**src/rtl/csr_uart_fifo_pkg.sv**
```systemverilog
// Shared definitions for the buffered CSR UART: CSR modify codes, status word
// bit positions and the receiver/transmitter state encodings.
package csr_uart_fifo_pkg;

  localparam logic [2:0] MOD_WRITE = 3'b001;
  localparam logic [2:0] MOD_SET   = 3'b010;
  localparam logic [2:0] MOD_CLEAR = 3'b011;

  localparam int ST_RX_EMPTY  = 8;
  localparam int ST_TX_FULL   = 9;
  localparam int ST_OVERRUN   = 10;
  localparam int ST_FRAME_ERR = 11;
  localparam int ST_RX_COUNT  = 12;
  localparam int ST_TX_COUNT  = 16;

  typedef enum logic [1:0] {
    RX_IDLE  = 2'd0,
    RX_START = 2'd1,
    RX_DATA  = 2'd2,
    RX_STOP  = 2'd3
  } rx_state_t;

  typedef enum logic {
    TX_IDLE = 1'b0,
    TX_SEND = 1'b1
  } tx_state_t;

endpackage

```
**src/rtl/csr_sync_fifo.sv**
```systemverilog
// Byte-wide synchronous FIFO. A push is accepted when not full, or when a pop
// happens in the same cycle; pop on empty is ignored; flush overrides both.
module csr_sync_fifo #(
  parameter int DEPTH_LOG2 = 3
) (
  input  logic                  clk,
  input  logic                  rstn,
  input  logic                  push,
  input  logic                  pop,
  input  logic                  flush,
  input  logic [7:0]            din,
  output logic [7:0]            head,
  output logic [DEPTH_LOG2:0]   count,
  output logic                  empty,
  output logic                  full
);

  localparam int DEPTH = 1 << DEPTH_LOG2;

  logic [7:0]            mem [DEPTH];
  logic [DEPTH_LOG2-1:0] wr_ptr;
  logic [DEPTH_LOG2-1:0] rd_ptr;
  logic                  do_push;
  logic                  do_pop;

  assign empty   = (count == '0);
  assign full    = (count == (DEPTH_LOG2+1)'(DEPTH));
  assign head    = mem[rd_ptr];
  assign do_pop  = pop && !empty;
  assign do_push = push && (!full || do_pop);

  always_ff @(posedge clk) begin
    if (!rstn || flush) begin
      wr_ptr <= '0;
      rd_ptr <= '0;
      count  <= '0;
    end else begin
      if (do_push) wr_ptr <= wr_ptr + DEPTH_LOG2'(1);
      if (do_pop)  rd_ptr <= rd_ptr + DEPTH_LOG2'(1);
      case ({do_push, do_pop})
        2'b10:   count <= count + (DEPTH_LOG2+1)'(1);
        2'b01:   count <= count - (DEPTH_LOG2+1)'(1);
        default: count <= count;
      endcase
    end
  end

  always_ff @(posedge clk) begin
    if (do_push) mem[wr_ptr] <= din;
  end

endmodule

```
**src/rtl/csr_uart_fifo.sv**
```systemverilog
// Buffered 8N1 UART on the CSR bus: one data/status register at BASE_ADDR,
// TX and RX character FIFOs, sticky overrun and framing-error flags.
module csr_uart_fifo
  import csr_uart_fifo_pkg::*;
#(
  parameter logic [11:0] BASE_ADDR  = 12'hbc3,
  parameter int          CLOCK_RATE = 12_000_000,
  parameter int          BAUD_RATE  = 115200,
  parameter int          DEPTH_LOG2 = 3
) (
  input  logic        clk,
  input  logic        rstn,
  input  logic        read,
  input  logic [2:0]  modify,
  input  logic [31:0] wdata,
  input  logic [11:0] addr,
  output logic [31:0] rdata,
  output logic        valid,
  input  logic        rx,
  output logic        tx,
  output logic        AVOID_WARNING
);

  localparam logic [15:0] CLOCK_DIV = 16'(CLOCK_RATE / BAUD_RATE);
  localparam logic [15:0] HALF_DIV  = CLOCK_DIV >> 1;
  localparam int          CW        = DEPTH_LOG2 + 1;

  logic          en;
  logic [31:0]   status;
  logic          is_write, is_set, is_clear;
  logic          rx_push, rx_pop, rx_flush, rx_accept;
  logic          tx_push, tx_pop, tx_flush;
  logic [7:0]    rx_head, tx_head;
  logic [CW-1:0] rx_count, tx_count;
  logic          rx_empty, rx_full, tx_empty, tx_full;
  logic          overrun, frame_err;
  logic          unused_wdata;

  assign AVOID_WARNING = read;
  assign unused_wdata  = ^wdata[31:8];

  assign is_write = en && (modify == MOD_WRITE);
  assign is_set   = en && (modify == MOD_SET);
  assign is_clear = en && (modify == MOD_CLEAR);
  assign tx_push  = is_write;
  assign rx_pop   = is_set && wdata[0];
  assign rx_flush = is_clear && wdata[0];
  assign tx_flush = is_clear && wdata[1];

  always_comb begin
    status                      = '0;
    status[7:0]                 = rx_empty ? 8'h00 : rx_head;
    status[ST_RX_EMPTY]         = rx_empty;
    status[ST_TX_FULL]          = tx_full;
    status[ST_OVERRUN]          = overrun;
    status[ST_FRAME_ERR]        = frame_err;
    status[ST_RX_COUNT +: 4]    = 4'(rx_count);
    status[ST_TX_COUNT +: 4]    = 4'(tx_count);
  end

  // rdata reflects the state seen during the E stage, before that cycle's op lands.
  always_ff @(posedge clk) begin
    if (!rstn) begin
      en    <= 1'b0;
      valid <= 1'b0;
      rdata <= '0;
    end else begin
      en    <= (addr == BASE_ADDR);
      valid <= en;
      rdata <= en ? status : '0;
    end
  end

  // ---------------- receiver ----------------
  rx_state_t   rx_state;
  logic [1:0]  rx_sync;
  logic        rx_s;
  logic [15:0] rx_cnt;
  logic [2:0]  rx_bit;
  logic [7:0]  rx_shift;
  logic        rx_sample;

  assign rx_s      = rx_sync[1];
  assign rx_sample = (rx_cnt == '0);
  assign rx_push   = (rx_state == RX_STOP) && rx_sample && rx_s;
  assign rx_accept = !rx_full || (rx_pop && !rx_empty);

  always_ff @(posedge clk) begin
    if (!rstn) begin
      rx_sync   <= 2'b11;
      rx_state  <= RX_IDLE;
      rx_cnt    <= '0;
      rx_bit    <= '0;
      rx_shift  <= '0;
      overrun   <= 1'b0;
      frame_err <= 1'b0;
    end else begin
      rx_sync <= {rx_sync[0], rx};
      if (is_set && wdata[1]) overrun   <= 1'b0;
      if (is_set && wdata[2]) frame_err <= 1'b0;
      case (rx_state)
        RX_IDLE: begin
          if (!rx_s) begin
            rx_state <= RX_START;
            rx_cnt   <= HALF_DIV;
          end
        end
        RX_START: begin
          if (rx_sample) begin
            if (rx_s) begin
              rx_state <= RX_IDLE;
            end else begin
              rx_state <= RX_DATA;
              rx_cnt   <= CLOCK_DIV - 16'd1;
              rx_bit   <= '0;
            end
          end else begin
            rx_cnt <= rx_cnt - 16'd1;
          end
        end
        RX_DATA: begin
          if (rx_sample) begin
            rx_shift <= {rx_s, rx_shift[7:1]};
            rx_cnt   <= CLOCK_DIV - 16'd1;
            rx_bit   <= rx_bit + 3'd1;
            if (rx_bit == 3'd7) rx_state <= RX_STOP;
          end else begin
            rx_cnt <= rx_cnt - 16'd1;
          end
        end
        RX_STOP: begin
          if (rx_sample) begin
            // Flag updates sit after the clears so a same-cycle event wins.
            if (rx_s) begin
              if (!rx_accept) overrun <= 1'b1;
            end else begin
              frame_err <= 1'b1;
            end
            rx_state <= RX_IDLE;
          end else begin
            rx_cnt <= rx_cnt - 16'd1;
          end
        end
        default: rx_state <= RX_IDLE;
      endcase
    end
  end

  // ---------------- transmitter ----------------
  tx_state_t   tx_state;
  logic [9:0]  tx_shift;
  logic [15:0] tx_cnt;
  logic [3:0]  tx_bit;

  assign tx     = tx_shift[0];
  assign tx_pop = (tx_state == TX_IDLE) && !tx_empty;

  // Shifting in ones leaves the line high once the stop bit has gone out.
  always_ff @(posedge clk) begin
    if (!rstn) begin
      tx_state <= TX_IDLE;
      tx_shift <= '1;
      tx_cnt   <= '0;
      tx_bit   <= '0;
    end else begin
      case (tx_state)
        TX_IDLE: begin
          if (!tx_empty) begin
            tx_shift <= {1'b1, tx_head, 1'b0};
            tx_cnt   <= CLOCK_DIV - 16'd1;
            tx_bit   <= '0;
            tx_state <= TX_SEND;
          end
        end
        TX_SEND: begin
          if (tx_cnt == '0) begin
            if (tx_bit == 4'd9) begin
              tx_state <= TX_IDLE;
            end else begin
              tx_shift <= {1'b1, tx_shift[9:1]};
              tx_bit   <= tx_bit + 4'd1;
              tx_cnt   <= CLOCK_DIV - 16'd1;
            end
          end else begin
            tx_cnt <= tx_cnt - 16'd1;
          end
        end
        default: tx_state <= TX_IDLE;
      endcase
    end
  end

  csr_sync_fifo #(.DEPTH_LOG2(DEPTH_LOG2)) u_rx_fifo (
    .clk   (clk),
    .rstn  (rstn),
    .push  (rx_push),
    .pop   (rx_pop),
    .flush (rx_flush),
    .din   (rx_shift),
    .head  (rx_head),
    .count (rx_count),
    .empty (rx_empty),
    .full  (rx_full)
  );

  csr_sync_fifo #(.DEPTH_LOG2(DEPTH_LOG2)) u_tx_fifo (
    .clk   (clk),
    .rstn  (rstn),
    .push  (tx_push),
    .pop   (tx_pop),
    .flush (tx_flush),
    .din   (wdata[7:0]),
    .head  (tx_head),
    .count (tx_count),
    .empty (tx_empty),
    .full  (tx_full)
  );

endmodule
```
**config.mk**
```make
export PLATFORM = sky130hd
export DESIGN_NAME = csr_uart_fifo
export DESIGN_NICKNAME = d
export VERILOG_FILES = /design/src/rtl/csr_uart_fifo_pkg.sv /design/src/rtl/csr_sync_fifo.sv /design/src/rtl/csr_uart_fifo.sv
export SDC_FILE = /design/constraint.sdc
export NUM_CORES = 1
export LEC_CHECK = 0
export ABC_AREA = 1
export ABC_CLOCK_PERIOD_IN_PS = 4640
export BUFFER_PORTS_ARGS = -buffer_cell sky130_fd_sc_hd__buf_4
export CAP_MARGIN = 25
export CORE_MARGIN = 2
export CORE_UTILIZATION = 44
export CTS_CLUSTER_SIZE = 25
export DETAILED_ROUTE_END_ITERATION = 10
export GPL_ROUTABILITY_DRIVEN = 0
export GPL_TIMING_DRIVEN = 0
export HOLD_SLACK_MARGIN = 0.1
export SLEW_MARGIN = 20
export SYNTH_ARGS = -nofsm -noshare
export SYNTH_HDL_FRONTEND = slang
export SYNTH_SLANG_ARGS = --single-unit
```
**constraint.sdc**
```tcl
create_clock -name clk -period 4.64 [get_ports clk]
set_input_delay 0.464 -clock clk [delete_from_list [all_inputs] [get_ports clk]]
set_output_delay 0.464 -clock clk [all_outputs]
set_load 0.02 [all_outputs]
```
* Yosys cells after proc, flatten, opt, wreduce, memory -nomap -nowiden
Memory sizes are Yosys's and may differ from the RTL's. A register that Yosys moved wholly into a read port is not among the register bits.
Cells that the tools add are included.
** Word-level totals
- Output and inout bits :: 35
- Register bits after elaboration :: 110
- Bits in writable memories :: 128
- Word-level logic and storage cells :: 155
- Bits of input ports :: 51
- Memories :: 2
** Memory list
- u_rx_fifo.mem :: words 8, bits a word 8, read ports 1, clocked after Yosys merged registers in 1, wr ports 1, RTL line csr_sync_fifo.sv:20 : logic [7:0] mem [DEPTH];
- u_tx_fifo.mem :: words 8, bits a word 8, read ports 1, clocked after Yosys merged registers in 1, wr ports 1, RTL line csr_sync_fifo.sv:20
** Cells by class
- Bitwise logic cells :: 3
- Equality and inequality tests :: 27
- Reductions and logical operators :: 40
- Muxes and demuxes :: 50
- Add/subtract/negate cells :: 12
** Operators by type and width (number)
- $mux 16 :: 8
- $pmux 16 s4 :: 1
- $logic_not 16->1 :: 2
- $pmux 16 s2 :: 1
- $sub 16x1->16 const B :: 2
- $mux 10 :: 3
- $pmux 4 s2 :: 3
- $pmux 10 s2 :: 1
- $ne 2x2->1 const B :: 9
- $mux 1 :: 16
- $add 3x1->3 const B :: 5
- $logic_and 1x1->1 :: 15
- $mux 3 :: 5
- $add 4x1->4 const B :: 3
- $eq 12x12->1 const B :: 1
- $eq 4x4->1 const B :: 3
- $mux 2 :: 6
- $mux 4 :: 3
- $eq 2x2->1 const B :: 4
- $logic_not 4->1 :: 2
- $pmux 2 s4 :: 1
- $sub 4x1->4 const B :: 2
- $eq 2x1->1 const B :: 3
- $eq 3x2->1 const B :: 2
- 16 further kinds :: 31

* Longest topological paths before layout
Gate-level depths: netlist of run 1.
- Depth after elaboration :: 9
- Gate-level depth with buffers :: 20

* Cells and area by module
A second synthesis of run 1 with hierarchy kept.
** Unflattened totals
- Cells, all modules :: 1121
- Area, all modules :: 10824.1 um^2
** Modules (own cells, without submodules)
- csr_uart_fifo :: area each 4372.9 um^2, times used 1, cells an instance 599
- csr_sync_fifo (u_tx_fifo) :: area each 3226.8 um^2, times used 1, cells an instance 261
- csr_sync_fifo (u_rx_fifo) :: area each 3224.3 um^2, times used 1, cells an instance 261

* Worst setup path after synthesis of run 1
OpenSTA, ideal clock, no wires.
- Kind :: register to register
- From :: register rx_cnt[0]
- To :: memory u_rx_fifo.mem[0][0] (enable)
- Setup time :: 0.383 ns
- Slack :: 2.253 ns
- Arrival time :: 2.003 ns
- Cell stages (with the launch flop) :: 12
- Path through :: dfxtp_1 > inv_1 > ha_1 > inv_1 > nor2_1 > nand2_2 > nor2_8 > nand3_4 > nor2_4 > nand2_2 > or2_4 > nor3_1
** On the way
- Word-level cells in the longest chain between the ends :: 6
** Ends and longest elaborated chain
- from (decl) :: RTL line csr_uart_fifo.sv:78 : logic [15:0] rx_cnt;
- from (signal assigned) :: RTL line csr_uart_fifo.sv:114 : rx_cnt <= CLOCK_DIV - 16'd1;
- from (signal assigned) :: RTL line csr_uart_fifo.sv:118 : rx_cnt <= rx_cnt - 16'd1;
- from (signal assigned) :: RTL line csr_uart_fifo.sv:124 : rx_cnt <= CLOCK_DIV - 16'd1;
- $logic_not 16->1 :: RTL line csr_uart_fifo.sv:84 : assign rx_sample = (rx_cnt == '0);
- $logic_and 1x1->1 (2 in a row) :: RTL line csr_uart_fifo.sv:85 : assign rx_push = (rx_state == RX_STOP) && rx_sample && rx_s;
- $logic_and 1x1->1 :: RTL line csr_sync_fifo.sv:30 : assign do_push = push && (!full || do_pop);
- $mux 1 :: RTL line csr_sync_fifo.sv:49 : if (do_push) mem[wr_ptr] <= din;
- $mux 1 (implied by the code) :: RTL line csr_sync_fifo.sv:49
- to (decl) :: RTL line csr_sync_fifo.sv:20
No other way between the ends.

* Final worst setup path of run 1
- From :: register rx_cnt[0]
- To :: memory u_rx_fifo.mem[0][6] (enable)
The elaborated chain is that of the path after synthesis.

==> impl_metrics.env, run 1 <==
export IMPL_status="finished clean"
export IMPL_fin_crit_sh_pct=57.0
export IMPL_drt_total_wl_mm=23.2
export IMPL_clock_latency_ps=510
export IMPL_worstReg2RegEnd="u_rx_fifo.mem[0][6]"
export IMPL_static_leakage_power_uw=0.00466
export IMPL_synth_compound_area_share_pct=11.5
export IMPL_clock_sinks=236
export IMPL_worst_ep_arrival_time_ps=2770
export IMPL_period_needed_ps=2640
export IMPL_num_rows=55
export IMPL_io_buffer_count=47
export IMPL_synthSimpleGateAreaFrac_pct=19.7
export IMPL_dp_hpwl_mm=16.1
export IMPL_synth_seq_cells=236
export IMPL_start_util_pct=44.9
export IMPL_ant_nets=0
export IMPL_avgSynthCellArea_sq_um=9.58
export IMPL_drive_above_1_share_pct=13.4
export IMPL_die_w_um=156
export IMPL_worst_setup_path_end_kind="register"
export IMPL_critical_path_class="reg -> reg"
export IMPL_grt_total_usage_pct=19.6
export IMPL_path_cells="inv_1, ha_1, inv_1, nor2_1, nand2_2, nor2_8, nand3_4, nor2_4, nand2_2, or2_4, nor3_2"
export IMPL_remaining_drc_errors=0
export IMPL_drtIter0Drc=568
export IMPL_antenna_cells=0
export IMPL_synth_fa_ha_area_share_pct=2.97
export IMPL_hp_class="in -> reg"
export IMPL_crit_slowest_cell="nor3_2"
export IMPL_ir_worst_vdd_mv=0.264
export IMPL_die_y_um=156
export IMPL_grt_first_pass_wirelength_mm=38.0
export IMPL_synth_edf_count=128
export IMPL_ys_types=45
export IMPL_max_freq_mhz=378
export IMPL_critPathBufInv=2
export IMPL_r2r_slack_ps=2000
export IMPL_grt_max_degree=15
export IMPL_htreeDepth=1
export IMPL_synthMuxAreaShare_pct=0
export IMPL_ys_seq_area_share_pct=58.9
export IMPL_core_area_sq_mm=0.0227
export IMPL_crit_cells=11
export IMPL_critPathLaunchType="register"
export IMPL_root_buffer="clkbuf_16"
export IMPL_cts_resized=0
export IMPL_slew_headroom_pct=44.1
export IMPL_cpLargestDelayFamily="simple AND/OR/NAND/NOR gates"
export IMPL_r2r_start="rx_cnt[0]"
export IMPL_final_max_slew_viol_count=0
export IMPL_syn_to_final_growth_pct=15.9
export IMPL_syn_cell_area_sq_mm=0.0102
export IMPL_via_per_inst=5.21
export IMPL_slowest_delay_ps=630
export IMPL_cap_violations=0
export IMPL_antenna_found_initial=0
export IMPL_crit_required_ps=4770
export IMPL_io_pins=86
export IMPL_die_area_sq_mm=0.0244
export IMPL_grt_setup_unrepaired="no"
export IMPL_final_setup_viol_count=0
export IMPL_synthFlopType="edfxtp_1"
export IMPL_powerDensity_mw_per_mm2=511
export IMPL_placed_cells=1408
export IMPL_cts_reportedPaths_clkPinSlew_ps=60
export IMPL_fin_skew_ps=10.8
export IMPL_crit_path_start="rx_cnt[0]"
export IMPL_overflow=0
export IMPL_grt_pass1_vias=7296
export IMPL_finalSetupTns_ps=0
export IMPL_cts_hold_buffers=0
export IMPL_reg2regPathDepth=11
export IMPL_stdcell_count=1453
export IMPL_cts_setup_buffers=0
export IMPL_layout_nets=1225
export IMPL_dr_pass1_iters=7
export IMPL_worst_slew_pin_slew_ps=835
export IMPL_synthArstFlopShare_pct=0
export IMPL_final_util_pct=52.0
export IMPL_synth_xor_area_share_pct=1.20
export IMPL_vias=7575
export IMPL_synthCells=1064
export IMPL_yosys_warnings=0
export IMPL_synth_top_family_by_area="simple AND/OR/NAND/NOR gates"
export IMPL_path_max_fanout=8
export IMPL_numCtsBuffers=25
export IMPL_hold_viol_final=0
export IMPL_max_clock_path_buffers=3
export IMPL_crit_path_end="u_rx_fifo.mem[0][6]"
export IMPL_drt_wirelength_per_cell_um=16.0
export IMPL_cts_tree="done"
## area by class of cell
type	instances	area, sq um
sequential	236	6010
timing repair buffer	49	368
buffer	46	249
multi-input combinational	706	3700
clock inverter	7	63.8
fill	2103	10900
clock buffer	37	742
inverter	87	332
tap	285	357
## power breakdown
part	switching (uW)	total, uW	leakage (uW)	internal (uW)
Combinational	1060	1620	0.00222	555
Clock	787	1950	0.000401	1160
Sequential	139	2480	0.00204	2340
## kinds of logic (layout without fill, tap and decap cells)
group           Yosys count  after routing
fa+ha+maj                23             23
flops                   236            236
compound gates          213            213
simple gates            444            444
buf+inv                 133            226
xor+xnor                 14             14
other cells               1             12
## layer usage
metal  vias to the layer above  routed length [um]  global-route usage (%)
li1                       3788                   -                       -
met2                       181               10300                    31.7
met5                         -                   0                       0
met1                      3573               11300                    27.9
met3                        33                1240                    2.88
met4                         0                 400                    4.94
## worst reg2reg max path: stages (launching register included)
cell,delay (ps)
dfxtp_1,320
inv_1,90
ha_1,150
inv_1,40
nor2_1,190
nand2_2,130
nor2_8,130
nand3_4,100
nor2_4,130
nand2_2,100
or2_4,280
nor3_2,630
## layout by cell type (no fill, tap or decap), drive strengths merged
cell,instances
clkinv,6
nor4,5
conb,12
nand4,13
o21ai,101
ha,21
a21oi,57
clkbuf,63
inv,87
dfxtp,108
nand3b,4
a22oi,2
a211oi,3
xor2,11
a31oi,12
o22ai,23
edfxtp,128
nor3b,1
xnor2,3
nand2,158
nor3,19
or2,5
o211ai,7
a21o,4
o21bai,2
fa,2
bufinv,1
o221ai,2
nor2,189
buf,69
nand3,50
## registers in the layout (all words and copies together) (netlist names), named ones only
register / count
rx_sync: 2
tx_shift: 9
u_rx_fifo.count: 4
tx_bit: 4
rx_bit: 3
rdata: 20
overrun: 1
frame_err: 1
u_tx_fifo.count: 4
u_tx_fifo.rd_ptr: 3
u_rx_fifo.mem: 64
valid: 1
rx_shift: 8
u_rx_fifo.rd_ptr: 3
u_tx_fifo.mem: 64
tx_cnt: 16
u_tx_fifo.wr_ptr: 3
en: 1
u_rx_fifo.wr_ptr: 3
rx_cnt: 16
rx_state: 1
tx_state: 1
## how the worst min path moves through the flow
stage | startpoint | endpoint | slack, ps | depth (start not counted)
floorplan | rx_sync[0] | rx_sync[1] | 390 | 1
global placement | rx_sync[0] | rx_sync[1] | 400 | 1
detailed placement | rx_sync[0] | rx_sync[1] | 400 | 1
CTS | rx | rx_sync[0] | 140 | 2
global route | rx | rx_sync[0] | 170 | 2
finish | rx | rx_sync[0] | 160 | 2
## cell usage after synthesis (all sizes together), types with 2 or more instances
cell type / count / area share [%]
nor3: 19 / 0.93
inv: 87 / 3.3
buf: 20 / 1.5
nand2: 158 / 6.6
or2: 5 / 0.33
edfxtp: 128 / 38
xor2: 11 / 0.94
nor4: 5 / 0.31
a21o: 4 / 0.29
ha: 21 / 2.6
o211ai: 7 / 0.52
a31oi: 12 / 0.74
dfxtp: 108 / 21
a22oi: 2 / 0.15
nand3b: 4 / 0.29
clkbuf: 26 / 0.96
o221ai: 2 / 0.17
a211oi: 3 / 0.22
o21ai: 101 / 5.0
o21bai: 2 / 0.15
nand4: 13 / 0.94
xnor2: 3 / 0.26
a21oi: 57 / 2.8
nor2: 189 / 7.7
o22ai: 23 / 1.4
nand3: 50 / 2.6
fa: 2 / 0.39
## through the flow
step                      hold WS, ps  total power (uW)  setup slack, ps  instance area, sq um
final                             161              6040             2000                 11800
after global routing              165              6410             1730                 11800
after CTS                         144              6070             1980                 11800
after detailed placement          397              4120             1990                 11000
after global placement            396              4100             1530                 10900
after floorplan                   393              3730             2250                 10200
No activity file was read; power rests on OpenSTA's default activity.
==> run 2, diff against run 1 <==
ABC_CLOCK_PERIOD_IN_PS = 2500   (was 4640)
clock period = 2.5 ns   (was 4.64 ns; I/O delays follow)
==> run 2 against run 1 <==
Non-clock buffer count increased by 19. Routed wire length increased by 1.3%. Flip-flop and latch count unchanged. Hold slack about the same. Sequential share of layout area decreased by 1.3 points. Critical path depth increased by 2. Clock skew decreased by 1.4 ps. Critical path type unchanged. Largest cell class unchanged.
==> impl_metrics.env, run 2 (synthesized netlist as in run 1, its figures left out) <==
export IMPL_worst_slack_ps=138
export IMPL_die_w_um=156
export IMPL_die_y_um=156
export IMPL_core_area_sq_mm=0.0227
export IMPL_antenna_found_initial=0
export IMPL_drtIter0Drc=506
export IMPL_cts_tree="done"
export IMPL_drive_above_1_share_pct=14.4
export IMPL_holdPathStages=3
export IMPL_fin_crit_sh_pct=94.5
export IMPL_holdCritStartpoint="rstn"
export IMPL_reg2regPathDepth=13
export IMPL_powerDensity_mw_per_mm2=926
export IMPL_static_leakage_power_uw=0.00478
export IMPL_use_met2_pct=31.9
export IMPL_ir_worst_vdd_mv=0.489
export IMPL_worst_slew_pin_slew_ps=833
export IMPL_critical_path_class="reg -> reg"
export IMPL_layout_nets=1244
export IMPL_use_met1_pct=27.9
export IMPL_final_max_slew_viol_count=0
export IMPL_cts_reportedPaths_clkPinSlew_ps=60
export IMPL_crit_required_ps=2730
export IMPL_drt_wirelength_per_cell_um=16.0
export IMPL_placed_cells=1408
export IMPL_critPathBufInv=4
export IMPL_grt_pass1_vias=7329
export IMPL_fin_skew_ps=9.40
export IMPL_num_rows=55
export IMPL_io_buffer_count=47
export IMPL_dp_hpwl_mm=16.1
export IMPL_crit_cells=13
export IMPL_final_util_pct=53.3
export IMPL_grt_busiest_layer="met2"
export IMPL_grt_max_degree=15
export IMPL_pre_cts_ws_ps=-151
export IMPL_crit_path_start="rx_cnt[1]"
export IMPL_max_freq_mhz=423
export IMPL_final_setup_viol_count=0
export IMPL_clock_latency_ps=510
export IMPL_dr_pass1_iters=7
export IMPL_final_area_sq_mm=0.0121
export IMPL_die_area_sq_mm=0.0244
export IMPL_htreeDepth=1
export IMPL_stdcell_count=1472
export IMPL_ant_nets=0
export IMPL_critPathLaunchType="register"
export IMPL_cp_common_cell="inv_1"
export IMPL_finalPower_uw=11200
export IMPL_start_util_pct=44.9
export IMPL_cpLargestDelayFamily="simple AND/OR/NAND/NOR gates"
export IMPL_slew_headroom_pct=44.3
export IMPL_path_max_fanout=7
export IMPL_overflow=0
export IMPL_crit_slowest_cell="nor3_4"
export IMPL_path_cells="inv_1, ha_1, inv_1, nor2_4, nand2_2, nor2_8, nand3_4, nor2_4, nand2_2, inv_1, nand2_1, nor3_4, buf_12"
export IMPL_reg_top3="u_rx_fifo.mem (64), u_tx_fifo.mem (64), rdata (20)"
export IMPL_status="finished clean"
export IMPL_io_pins=86
export IMPL_worst_ep_arrival_time_ps=2590
export IMPL_vias=7658
export IMPL_grt_total_usage_pct=19.6
export IMPL_numCtsBuffers=25
export IMPL_mostFrequentLayoutCells="nor2_1, nand2_1, edfxtp_1, dfxtp_1, o21ai_0"
export IMPL_remaining_drc_errors=0
export IMPL_drt_total_wl_mm=23.5
export IMPL_grt_use_met3_pct=2.88
export IMPL_hold_viol_final=0
export IMPL_root_buffer="clkbuf_16"
export IMPL_period_needed_ps=2360
export IMPL_via_per_inst=5.20
export IMPL_syn_to_final_growth_pct=18.8
export IMPL_worst_setup_path_end_kind="register"
export IMPL_cap_violations=0
export IMPL_clock_sinks=236
export IMPL_layout_commonest_cell="nor2_1"
export IMPL_r2r_start="rx_cnt[1]"
export IMPL_slowest_delay_ps=330
export IMPL_placed_area_sq_mm=0.0110
export IMPL_grt_first_pass_wirelength_mm=38.1
export IMPL_hp_class="in -> reg"
export IMPL_max_clock_path_buffers=3
export IMPL_antenna_cells=0
[run 2: layout make-up]
cell class              instances  area [sq um]
fillers                      2073         10600
inverters                      87           332
plain buffers                  46           249
clock buffers                  37           742
flip-flops and latches        236          6010
multi-input cells             706          3780
repair buffers                 68           588
well taps                     285           357
clock inverters                 7          63.8
[run 2: power by group]
group          total (uW)  internal (uW)  switching [uW]
registers            4600           4340             261
logic                3010           1040            1970
clock network        3620           2150            1470
total               11200           7530            3700
[run 2: worst paths after layout]
check	endpoint	slack [ps]
worst max-delay path	u_rx_fifo.mem[5][7]	140
worst min-delay path	tx_bit[0]	160
worst max register to register	u_rx_fifo.mem[5][7]	140
worst min register to register	rx_sync[1]	410
[run 2: layer usage]
metal	vias up	share of wire, %
li1	3839	-
met1	3610	48
met2	178	45
met3	31	5.3
met4	0	1.5
met5	-	0
[run 2: timing repair]
action,CTS,global route
setup buffers,0,8
endpoints found under the hold margin,66,0
hold buffers,11,0
resized for setup,2,14
pin swaps,0,5
endpoints found under the setup margin,65,65
[run 2: per-stage QoR]
stage | TNS [ps] | hold slack [ps]
6_report | 0 | 161
3_5_place_dp | -6980 | 397
3_3_place_gp | -33330 | 396
4_1_cts | -3530 | 151
2_1_floorplan | 0 | 349
5_1_grt | -176 | 174
[run 2: worst min-delay path: stages]
cell     delay [ps]
buf_2           210
o21ai_0         110
a21oi_1          40
==> run 3, diff against run 2 <==
CORE_UTILIZATION = 60   (was 44)
PLACE_DENSITY = 0.8   (was unset)
==> run 3 against run 2 <==
Core utilization rose by 20 points. Critical path depth fell by 6. Hold slack got worse by 31 ps. Final cell count fell by 4.6%. First-iteration DRC count rose by 53%. Combinational power rose by 2%. Critical path type unchanged. Clock skew fell by 1.8 ps. Routed wire length rose by 1.2%. Global-route usage rose by 6.3 points. Die area fell by 26%. Final area fell by 0.13%. Non-clock buffer count fell by 5. Largest power group unchanged.
==> impl_metrics.env, run 3 (synthesized netlist as in run 1, its figures left out) <==
export IMPL_remaining_drc_errors=0
export IMPL_worstReg2RegEnd="u_tx_fifo.mem[2][4]"
export IMPL_numCtsBuffers=25
export IMPL_antenna_cells=0
export IMPL_drtIter0Drc=776
export IMPL_max_freq_mhz=433
export IMPL_grt_setup_unrepaired="yes"
export IMPL_r2r_start="en"
export IMPL_worst_ep_arrival_time_ps=2450
export IMPL_ant_nets=0
export IMPL_grt_pass1_vias=7587
export IMPL_status="finished clean"
export IMPL_path_max_fanout=8
export IMPL_holdCritStartpoint="rstn"
export IMPL_max_clock_path_buffers=3
export IMPL_reg2regPathDepth=7
export IMPL_hp_class="in -> reg"
export IMPL_grt_first_pass_wirelength_mm=37.3
export IMPL_syn_to_final_growth_pct=18.7
export IMPL_dp_hpwl_mm=15.4
export IMPL_fin_skew_ps=7.64
export IMPL_worst_setup_path_end_kind="register"
export IMPL_period_needed_ps=2310
export IMPL_htreeDepth=1
export IMPL_layout_nets=1239
export IMPL_final_setup_viol_count=0
export IMPL_layout_commonest_cell="nor2_1"
export IMPL_io_buffer_count=47
export IMPL_mostFrequentLayoutCells="nor2_1, nand2_1, edfxtp_1, dfxtp_1, o21ai_0"
export IMPL_drive_above_1_share_pct=13.9
export IMPL_cap_violations=0
export IMPL_grt_total_usage_pct=25.9
export IMPL_worst_slew_pin_slew_ps=902
export IMPL_fin_crit_sh_pct=92.3
export IMPL_ir_worst_vdd_mv=0.655
export IMPL_clock_latency_ps=520
export IMPL_io_pins=86
export IMPL_cts_reportedPaths_clkPinSlew_ps=60
export IMPL_die_y_um=134
export IMPL_holdPathEnd="tx_bit[0]"
export IMPL_final_util_pct=73.0
export IMPL_drt_total_wl_mm=23.8
export IMPL_die_area_sq_mm=0.0180
export IMPL_vias=7990
export IMPL_die_w_um=134
export IMPL_overflow=0
export IMPL_critPathLaunchType="register"
export IMPL_root_buffer="clkbuf_16"
export IMPL_cts_tree="done"
export IMPL_finalPower_uw=11700
export IMPL_core_area_sq_mm=0.0166
export IMPL_start_util_pct=61.5
export IMPL_antenna_found_initial=0
export IMPL_num_rows=47
export IMPL_drt_wirelength_per_cell_um=17.0
export IMPL_final_max_slew_viol_count=0
export IMPL_static_leakage_power_uw=0.00479
export IMPL_powerDensity_mw_per_mm2=964
export IMPL_crit_required_ps=2640
export IMPL_crit_path_start="en"
export IMPL_slew_headroom_pct=39.6
export IMPL_clock_sinks=236
export IMPL_dr_pass1_iters=5
export IMPL_holdPathStages=3
export IMPL_hold_viol_final=0
export IMPL_via_per_inst=5.69
export IMPL_grt_max_degree=15
export IMPL_reg_top3="u_rx_fifo.mem (64), u_tx_fifo.mem (64), rdata (20)"
export IMPL_r2r_slack_ps=190
export IMPL_critical_path_class="reg -> reg"
## run 3: cell types whose count changed in the layout (fill, tap and decap cells not counted), sizes merged
| cell | change |
|---|---|
| inv | +1 |
| buf | -5 |
| bufinv | +5 |
| clkbuf | -4 |
## run 3: power breakdown
part / switching, uW / internal [uW] / total, uW
sequential: 259 / 4340 / 4590
combinational: 2020 / 1050 / 3070
clock: 1480 / 2520 / 4000
## run 3: routing by layer
| layer | GRT usage (%) | up-vias | wire length (um) | share of wire [%] |
|---|---|---|---|---|
| li1 | - | 3825 | - | - |
| met5 | 0 | - | 0 | 0 |
| met3 | 3.93 | 62 | 1840 | 7.7 |
| met2 | 42.9 | 355 | 11600 | 49 |
| met1 | 35.4 | 3748 | 9750 | 41 |
| met4 | 8.60 | 0 | 595 | 2.5 |
## run 3: what timing repair did
action,CTS,global route
setup endpoints to repair,65,57
resized for setup,8,12
hold endpoints to repair,67,0
setup buffers,0,5
hold buffers,11,0
pin swaps,0,4
cloned,0,0
## run 3: through the flow
step	area (sq um)	setup WS, ps	cells	TNS [ps]	hold WS, ps
floorplan	10200	113	1075	0	349
global placement	10900	-482	1342	-21690	395
detailed placement	10900	-355	1342	-10070	400
CTS	11900	-10.6	1399	-69.1	124
global route	12100	-33.4	1404	-33.4	140
finish	12100	191	1404	0	130
## run 3: how the worst max path moves through the flow
stage                     endpoint  slack [ps]  cells after the start
5_1_grt         u_rx_fifo.count[3]         -30                     20
2_1_floorplan  u_rx_fifo.mem[0][0]         110                     11
4_1_cts        u_rx_fifo.mem[5][6]         -10                     12
3_3_place_gp   u_rx_fifo.mem[4][3]        -480                     11
3_5_place_dp   u_rx_fifo.mem[5][5]        -360                     12
6_report       u_tx_fifo.mem[2][4]         190                      7
## run 3: final cells by class
cell class / instances / area [sq um]
Buffer: 46 / 249
Clock buffer: 33 / 676
Clock inverter: 13 / 215
Fill cell: 1140 / 4480
Inverter: 87 / 332
Multi-Input combinational cell: 706 / 3780
Sequential cell: 236 / 6010
Tap cell: 220 / 275
Timing Repair Buffer: 63 / 563
## run 3: critical path, stage by stage, from the launching register on
cell     delay, ps
dfxtp_1        350
nand2_1         60
nor2_1         180
nand2_1         90
inv_1           80
nand2_1        110
or2_2          350
nor2_1         700
